**src/rtl/l1_cmd_scheduler.sv**
```systemverilog
// Front-end command scheduler for the split L1 model: arbitrates CPU trace and L2 snoop
// commands, dispatches them as req/ack transactions to dCache/iCache and keeps statistics.
module l1_cmd_scheduler #(
  parameter int ADDRESS_BITS   = 32,
  parameter int OFFSET_BITS    = 6,
  parameter int INDEX_BITS     = 4,
  parameter int SNP_STREAK_MAX = 2,
  parameter int STAT_W         = 32
) (
  input  logic                    clk,
  input  logic                    rst_n,
  input  logic                    cpu_valid,
  output logic                    cpu_ready,
  input  logic [3:0]              cpu_cmd,
  input  logic [ADDRESS_BITS-1:0] cpu_addr,
  input  logic                    snp_valid,
  output logic                    snp_ready,
  input  logic [3:0]              snp_cmd,
  input  logic [ADDRESS_BITS-1:0] snp_addr,
  output logic                    dc_req,
  output logic [2:0]              dc_op,
  output logic [ADDRESS_BITS-1:0] dc_addr,
  input  logic                    dc_ack,
  input  logic                    dc_hit,
  output logic                    ic_req,
  output logic [2:0]              ic_op,
  output logic [ADDRESS_BITS-1:0] ic_addr,
  input  logic                    ic_ack,
  input  logic                    ic_hit,
  output logic [STAT_W-1:0]       stat_read,
  output logic [STAT_W-1:0]       stat_write,
  output logic [STAT_W-1:0]       stat_fetch,
  output logic [STAT_W-1:0]       stat_hit,
  output logic [STAT_W-1:0]       stat_miss,
  output logic                    print_pulse,
  output logic                    err_cmd,
  output logic                    busy
);

  localparam logic [1:0] ST_IDLE     = 2'd0;
  localparam logic [1:0] ST_DISPATCH = 2'd1;
  localparam logic [1:0] ST_CLEAR    = 2'd2;
  localparam logic [1:0] ST_PRINT    = 2'd3;

  localparam logic [3:0] CMD_READ    = 4'd0;
  localparam logic [3:0] CMD_WRITE   = 4'd1;
  localparam logic [3:0] CMD_IFETCH  = 4'd2;
  localparam logic [3:0] CMD_INVAL   = 4'd3;
  localparam logic [3:0] CMD_DATA_RQ = 4'd4;
  localparam logic [3:0] CMD_CLR     = 4'd8;
  localparam logic [3:0] CMD_PRINT   = 4'd9;

  localparam logic [2:0] OP_RD      = 3'd0;
  localparam logic [2:0] OP_WR      = 3'd1;
  localparam logic [2:0] OP_FETCH   = 3'd2;
  localparam logic [2:0] OP_INVAL   = 3'd3;
  localparam logic [2:0] OP_DATA_RQ = 3'd4;
  localparam logic [2:0] OP_CLR_SET = 3'd5;

  localparam int             SW         = $clog2(SNP_STREAK_MAX + 1);
  localparam logic [SW-1:0]  STREAK_MAX = SW'(SNP_STREAK_MAX);

  logic [1:0]              state_q, state_d;
  logic [SW-1:0]           streak_q, streak_d;
  logic [INDEX_BITS-1:0]   idx_q, idx_d;
  logic                    gap_q, gap_d;
  logic                    dc_seen_q, dc_seen_d;
  logic                    ic_seen_q, ic_seen_d;
  logic                    dc_req_q, dc_req_d, ic_req_q, ic_req_d;
  logic [2:0]              dc_op_q, dc_op_d, ic_op_q, ic_op_d;
  logic [ADDRESS_BITS-1:0] dc_addr_q, dc_addr_d, ic_addr_q, ic_addr_d;
  logic [STAT_W-1:0]       rd_q, rd_d, wr_q, wr_d, fe_q, fe_d, hit_q, hit_d, miss_q, miss_d;
  logic                    print_q, print_d, err_q, err_d, busy_q, busy_d;
  logic                    grant_snp, grant_cpu, dc_both, ic_both;

  function automatic logic [STAT_W-1:0] sat_inc(input logic [STAT_W-1:0] c);
    return (c == '1) ? c : c + STAT_W'(1);
  endfunction

  function automatic logic [ADDRESS_BITS-1:0] clr_addr(input logic [INDEX_BITS-1:0] idx);
    logic [ADDRESS_BITS-1:0] a;
    a = '0;
    a[OFFSET_BITS +: INDEX_BITS] = idx;
    return a;
  endfunction

  // Snoops win unless the CPU has already been passed over SNP_STREAK_MAX times in a row.
  assign grant_snp = (state_q == ST_IDLE) && snp_valid && (!cpu_valid || (streak_q < STREAK_MAX));
  assign grant_cpu = (state_q == ST_IDLE) && cpu_valid && !grant_snp;
  assign cpu_ready = grant_cpu;
  assign snp_ready = grant_snp;

  assign dc_both = dc_seen_q | dc_ack;
  assign ic_both = ic_seen_q | ic_ack;

  always_comb begin
    // NOTE: every next-state signal takes its hold value first so no path leaves it unassigned (no latches).
    state_d   = state_q;
    streak_d  = streak_q;
    idx_d     = idx_q;
    gap_d     = gap_q;
    dc_seen_d = dc_seen_q;
    ic_seen_d = ic_seen_q;
    dc_req_d  = dc_req_q;
    ic_req_d  = ic_req_q;
    dc_op_d   = dc_op_q;
    ic_op_d   = ic_op_q;
    dc_addr_d = dc_addr_q;
    ic_addr_d = ic_addr_q;
    rd_d      = rd_q;
    wr_d      = wr_q;
    fe_d      = fe_q;
    hit_d     = hit_q;
    miss_d    = miss_q;
    print_d   = 1'b0;
    err_d     = 1'b0;

    case (state_q)
      ST_IDLE: begin
        if (grant_snp) begin
          if (cpu_valid) streak_d = streak_q + SW'(1);
          if (snp_cmd == CMD_INVAL || snp_cmd == CMD_DATA_RQ) begin
            state_d   = ST_DISPATCH;
            dc_req_d  = 1'b1;
            dc_op_d   = (snp_cmd == CMD_INVAL) ? OP_INVAL : OP_DATA_RQ;
            dc_addr_d = snp_addr;
          end else begin
            err_d = 1'b1;
          end
        end else if (grant_cpu) begin
          streak_d = '0;
          case (cpu_cmd)
            CMD_READ, CMD_WRITE: begin
              state_d   = ST_DISPATCH;
              dc_req_d  = 1'b1;
              dc_op_d   = (cpu_cmd == CMD_READ) ? OP_RD : OP_WR;
              dc_addr_d = cpu_addr;
              if (cpu_cmd == CMD_READ) rd_d = sat_inc(rd_q);
              else                     wr_d = sat_inc(wr_q);
            end
            CMD_IFETCH: begin
              state_d   = ST_DISPATCH;
              ic_req_d  = 1'b1;
              ic_op_d   = OP_FETCH;
              ic_addr_d = cpu_addr;
              fe_d      = sat_inc(fe_q);
            end
            CMD_CLR: begin
              state_d   = ST_CLEAR;
              idx_d     = '0;
              gap_d     = 1'b0;
              dc_seen_d = 1'b0;
              ic_seen_d = 1'b0;
              dc_req_d  = 1'b1;
              ic_req_d  = 1'b1;
              dc_op_d   = OP_CLR_SET;
              ic_op_d   = OP_CLR_SET;
              dc_addr_d = clr_addr('0);
              ic_addr_d = clr_addr('0);
              rd_d      = '0;
              wr_d      = '0;
              fe_d      = '0;
              hit_d     = '0;
              miss_d    = '0;
            end
            CMD_PRINT: begin
              state_d = ST_PRINT;
              print_d = 1'b1;
            end
            default: err_d = 1'b1;
          endcase
        end
      end

      ST_DISPATCH: begin
        // Only one side is requested here, so the other side's ack is ignored.
        if (dc_req_q && dc_ack) begin
          dc_req_d = 1'b0;
          state_d  = ST_IDLE;
          if (dc_op_q == OP_RD || dc_op_q == OP_WR) begin
            if (dc_hit) hit_d  = sat_inc(hit_q);
            else        miss_d = sat_inc(miss_q);
          end
        end else if (ic_req_q && ic_ack) begin
          ic_req_d = 1'b0;
          state_d  = ST_IDLE;
          if (ic_op_q == OP_FETCH) begin
            if (ic_hit) hit_d  = sat_inc(hit_q);
            else        miss_d = sat_inc(miss_q);
          end
        end
      end

      ST_CLEAR: begin
        if (gap_q) begin
          gap_d     = 1'b0;
          idx_d     = idx_q + INDEX_BITS'(1);
          dc_req_d  = 1'b1;
          ic_req_d  = 1'b1;
          dc_addr_d = clr_addr(idx_q + INDEX_BITS'(1));
          ic_addr_d = clr_addr(idx_q + INDEX_BITS'(1));
        end else if (dc_both && ic_both) begin
          dc_seen_d = 1'b0;
          ic_seen_d = 1'b0;
          dc_req_d  = 1'b0;
          ic_req_d  = 1'b0;
          if (idx_q == '1) state_d = ST_IDLE;
          else             gap_d   = 1'b1;
        end else begin
          dc_seen_d = dc_both;
          ic_seen_d = ic_both;
        end
      end

      default: state_d = ST_IDLE;
    endcase

    busy_d = (state_d != ST_IDLE);
  end

  // NOTE: sequential state uses non-blocking assignments so every register samples pre-edge values.
  always_ff @(posedge clk or negedge rst_n) begin
    if (!rst_n) begin
      state_q   <= ST_IDLE;
      streak_q  <= '0;
      idx_q     <= '0;
      gap_q     <= 1'b0;
      dc_seen_q <= 1'b0;
      ic_seen_q <= 1'b0;
      dc_req_q  <= 1'b0;
      ic_req_q  <= 1'b0;
      dc_op_q   <= '0;
      ic_op_q   <= '0;
      dc_addr_q <= '0;
      ic_addr_q <= '0;
      rd_q      <= '0;
      wr_q      <= '0;
      fe_q      <= '0;
      hit_q     <= '0;
      miss_q    <= '0;
      print_q   <= 1'b0;
      err_q     <= 1'b0;
      busy_q    <= 1'b0;
    end else begin
      state_q   <= state_d;
      streak_q  <= streak_d;
      idx_q     <= idx_d;
      gap_q     <= gap_d;
      dc_seen_q <= dc_seen_d;
      ic_seen_q <= ic_seen_d;
      dc_req_q  <= dc_req_d;
      ic_req_q  <= ic_req_d;
      dc_op_q   <= dc_op_d;
      ic_op_q   <= ic_op_d;
      dc_addr_q <= dc_addr_d;
      ic_addr_q <= ic_addr_d;
      rd_q      <= rd_d;
      wr_q      <= wr_d;
      fe_q      <= fe_d;
      hit_q     <= hit_d;
      miss_q    <= miss_d;
      print_q   <= print_d;
      err_q     <= err_d;
      busy_q    <= busy_d;
    end
  end

  assign dc_req      = dc_req_q;
  assign ic_req      = ic_req_q;
  assign dc_op       = dc_op_q;
  assign ic_op       = ic_op_q;
  assign dc_addr     = dc_addr_q;
  assign ic_addr     = ic_addr_q;
  assign stat_read   = rd_q;
  assign stat_write  = wr_q;
  assign stat_fetch  = fe_q;
  assign stat_hit    = hit_q;
  assign stat_miss   = miss_q;
  assign print_pulse = print_q;
  assign err_cmd     = err_q;
  assign busy        = busy_q;

endmodule

```
**config.mk**
```make
export PLATFORM = sky130hd
export DESIGN_NAME = l1_cmd_scheduler
export DESIGN_NICKNAME = d
export VERILOG_FILES = /design/src/rtl/l1_cmd_scheduler.sv
export SDC_FILE = /design/constraint.sdc
export NUM_CORES = 1
export LEC_CHECK = 0
export CAP_MARGIN = 20
export CORE_AREA = 2 2 161 163
export CTS_BUF_LIST = sky130_fd_sc_hd__clkbuf_2
export DETAILED_ROUTE_END_ITERATION = 8
export DIE_AREA = 0 0 163 165
export PLACE_DENSITY = 0.78
export SLEW_MARGIN = 30
export SYNTH_ARGS = -nofsm -noshare
export SYNTH_HDL_FRONTEND = slang
export SYNTH_SLANG_ARGS = --single-unit
```
**constraint.sdc**
```tcl
create_clock -name clk -period 3.43 [get_ports clk]
set_input_delay 0.686 -clock clk [delete_from_list [all_inputs] [get_ports clk]]
set_output_delay 0.686 -clock clk [all_outputs]
set_load 0.02 [all_outputs]
```
==> results.py <==
metrics = {
    "power": {
        "leakage_nw": 7.311,
        "power.density_nw_per_um2": 551.2,
        "ir_worst_vdd_mv": 0.4975,
    },
    "detailed_routing": {
        "route.detailed.drc": 0,
        "dr.pass1.iters": 5,
        "via_count": 12100,
        "avgViaCountPerCell": 5.704,
        "drt_wl_total_mm": 37.84,
        "wl_per_cell_um": 17.83,
        "antenna_left": 0,
        "first_iter_violations": 981,
    },
    "logic_synthesis": {
        "synth_top_area_cell": "dfrtp_1",
        "avgSynthCellArea_sq_um": 9.109,
        "yosysTopAreaCellShare_pct": 48.60,
        "synth_edf_count": 0,
        "ys_seq_elements": 245,
        "post_synth_num_cell_types": 64,
        "ys.flop_type": "dfrtp_1",
        "async_flop_share_pct": 100.0,
        "syn_nets": 1471,
        "synth_cells": 1385,
        "ys_warn_count": 0,
        "synthTopCellsByArea": "dfrtp_1 49%, nand2_1 5.9%, nor2_1 4.3%",
        "yosysSeqAreaShare_pct": 48.60,
        "netlist_area_sq_um": 12620,
    },
    "clock_network": {
        "clk_pin_slew_ns": 0.12,
        "clk_path_buf_depth": 3,
        "clock_latency_ns": 0.80,
        "cts_tree": "yes",
        "cts.sinks": 245,
        "post_cts_buffers": 0,
        "htreeDepth": 3,
        "cts_buffers": 68,
        "cts_root_buf": "clkbuf_2",
    },
    "timing": {
        "fin_setup_tns_ns": 0,
        "drv_slew": 0,
        "rsz0062_at_grt": "no",
        "final-hold-violation-count": 0,
        "hold_ws_ns": 0.4723,
        "clock.fmax_mhz": 311.9,
        "tightest_slew_ns": 0.7101,
        "fin_crit_sh_pct": 93.47,
        "period_minus_slack_ns": 3.206,
        "relSlewSlack_pct": 52.22,
        "setup_viol": 0,
        "finalClockSkew_ns": 0.06283,
    },
    "setup_path": {
        "end_kind": "output port",
        "cp_data_required_time_ns": 2.74,
        "ff2ff_path_depth": 6,
        "r2r_slack_ns": 0.69,
        "startpoint": "state_q[0]",
        "crit_type": "reg2out",
        "r2r-start": "state_q[1]",
        "setup.worst_path.end": "snp_ready",
        "r2r_end": "stat_hit[11]",
        "cp_max_fo": 17,
        "setup.worst_path.start_class": "flip-flop",
        "critPathArrivalTime_ns": 2.52,
    },
    "global_route": {
        "grt_pass1_vias": 11940,
        "grt_remaining_overflow": 0,
        "grt_max_degree": 86,
        "grt_usage_pct": 28.14,
        "grt_antenna_before_repair": 1,
        "grt_pass1_wl_mm": 60.72,
    },
    "finish": {
        "fill_cells": 2050,
        "final_common_cell": "clkdlybuf4s50_1",
        "multi_input_area_sq_um": 6122,
        "post-route-util_pct": 67.74,
        "layout.cells.most_common_list": "314 x clkdlybuf4s50_1, 244 x dfrtp_1, 199 x nand2_1, 143 x nor2_1, 97 x clkbuf_2",
        "fin_area_sq_um": 16960,
        "fin_nets": 1831,
        "syn_to_final_growth_pct": 34.42,
        "seq_area_sq_um": 6132,
        "drive_above_1_share_pct": 10.85,
    },
    "run": {
        "cap_violations": 0,
    },
    "hold_path": {
        "worstHoldPathType": "in2async",
    },
    "placed_design": {
        "gp_congestion": 0.9091,
        "io_buffer_count": 316,
        "dpl_cell_area_sq_um": 16330,
        "place_hpwl_mm": 26.34,
    },
    "floorplanning": {
        "design.core.area_sq_um": 25040,
        "die_w_um": 163,
        "die_height_um": 165,
        "rows": 58,
        "io_pins": 317,
        "die-area_sq_um": 26900,
        "start_util_pct": 50.39,
    },
    "run_status": {
        "status": "finished clean",
    },
}
==> registers in the layout, indices dropped and copies added, names as in the netlist <==
name / flops
err_cmd: 1
stat_write: 32
dc_op: 3
print_pulse: 1
idx_q: 4
ic_req: 1
ic_op: 2
state_q: 2
gap_q: 1
dc_req: 1
dc_addr: 32
dc_seen_q: 1
streak_q: 2
stat_fetch: 32
ic_addr: 32
stat_miss: 32
ic_seen_q: 1
stat_hit: 32
stat_read: 32
busy: 1
==> through the flow <==
stage | setup slack (ns) | std cells | total power (W)
after floorplan | 0.4440 | 1385 | 0.005513
after global placement | 0.04991 | 2004 | 0.007174
after detailed placement | 0.01640 | 2004 | 0.007247
after CTS | 0.05141 | 2118 | 0.009424
after global routing | 0.04205 | 2119 | 0.009874
final | 0.2239 | 2122 | 0.009347
==> cell usage after synthesis (all sizes together), types with 6 or more instances <==
cell,n
a22o,28
nor4b,10
nand2,199
nor2,144
a21oi,44
nor2b,8
o211ai,6
o21ai,74
ha,6
xnor2,43
or3,35
nand3,81
nand4,47
inv,19
xor2,59
nand4b,8
and3,26
o31ai,36
and4,16
mux2i,14
nor3b,12
nor4,16
dfrtp,245
or2,19
or4,10
buf,11
clkbuf,65
nor3,46
==> cell type report <==
type / count / share of cell area (%)
flip-flops and latches: 245 / 36.16
multi-input cells: 1045 / 36.10
repair buffers: 366 / 21.29
clock buffers: 97 / 2.863
well taps: 330 / 2.435
clock inverters: 16 / 0.6714
inverters: 19 / 0.4205
diodes: 4 / 0.05902
==> kinds of logic (layout without fill, tap and decap cells) <==
| group | Yosys count | after routing | share of synthesized area (%) |
|---|---|---|---|
| adders and majority gates | 6 | 6 | 0.5950 |
| other | 0 | 4 | 0 |
| AOI/OAI and AO/OA | 227 | 227 | 11.82 |
| muxes | 16 | 16 | 1.289 |
| and+or+nand+nor | 694 | 694 | 27.60 |
| buffers and inverters | 95 | 498 | 3.015 |
| DFF | 245 | 245 | 48.60 |
| xor gates and xnor gates | 102 | 102 | 7.081 |
==> what timing repair did <==
| action | 4_1_cts | 5_1_grt |
|---|---|---|
| hold endpoints to repair | 82 | 0 |
| hold buffers | 1 | 0 |
| setup endpoints to repair | 0 | 1 |
| gates resized for setup | 0 | 2 |
==> critical path: stages (launching register included) <==
cell,delay [ns]
dfrtp_1,0.40
buf_4,0.20
nor2_1,0.15
and3_2,0.30
clkdlybuf4s50_1,0.70
==> report_power, final <==
group	total, W	internal [W]	switching [W]	leakage, nW
Clock	0.00214	0.000898	0.00125	0.461
Sequential	0.00391	0.00344	0.000462	3.25
Combinational	0.00330	0.00152	0.00178	3.60
Total	0.00935	0.00586	0.00348	7.31
==> worst min path at each step <==
stage                 start             end  slack (ns)
2_1_floorplan         rst_n            busy        0.39
3_3_place_gp    ic_addr[25]     ic_addr[25]        0.46
3_5_place_dp    ic_addr[12]     ic_addr[12]        0.46
4_1_cts        cpu_addr[27]     ic_addr[27]        0.40
5_1_grt        cpu_addr[14]     ic_addr[14]        0.44
6_report              rst_n  stat_write[18]        0.47
==> routing by layer <==
layer  vias to the layer above  share of wire [%]  track usage, %
li1                       5686                  -               -
met1                      5838                 40           35.15
met2                       509                 47           45.38
met3                        71                9.5           9.367
met4                         0                2.9           11.02
met5                         -                  0               0
Power figures use the tool's default switching activity.
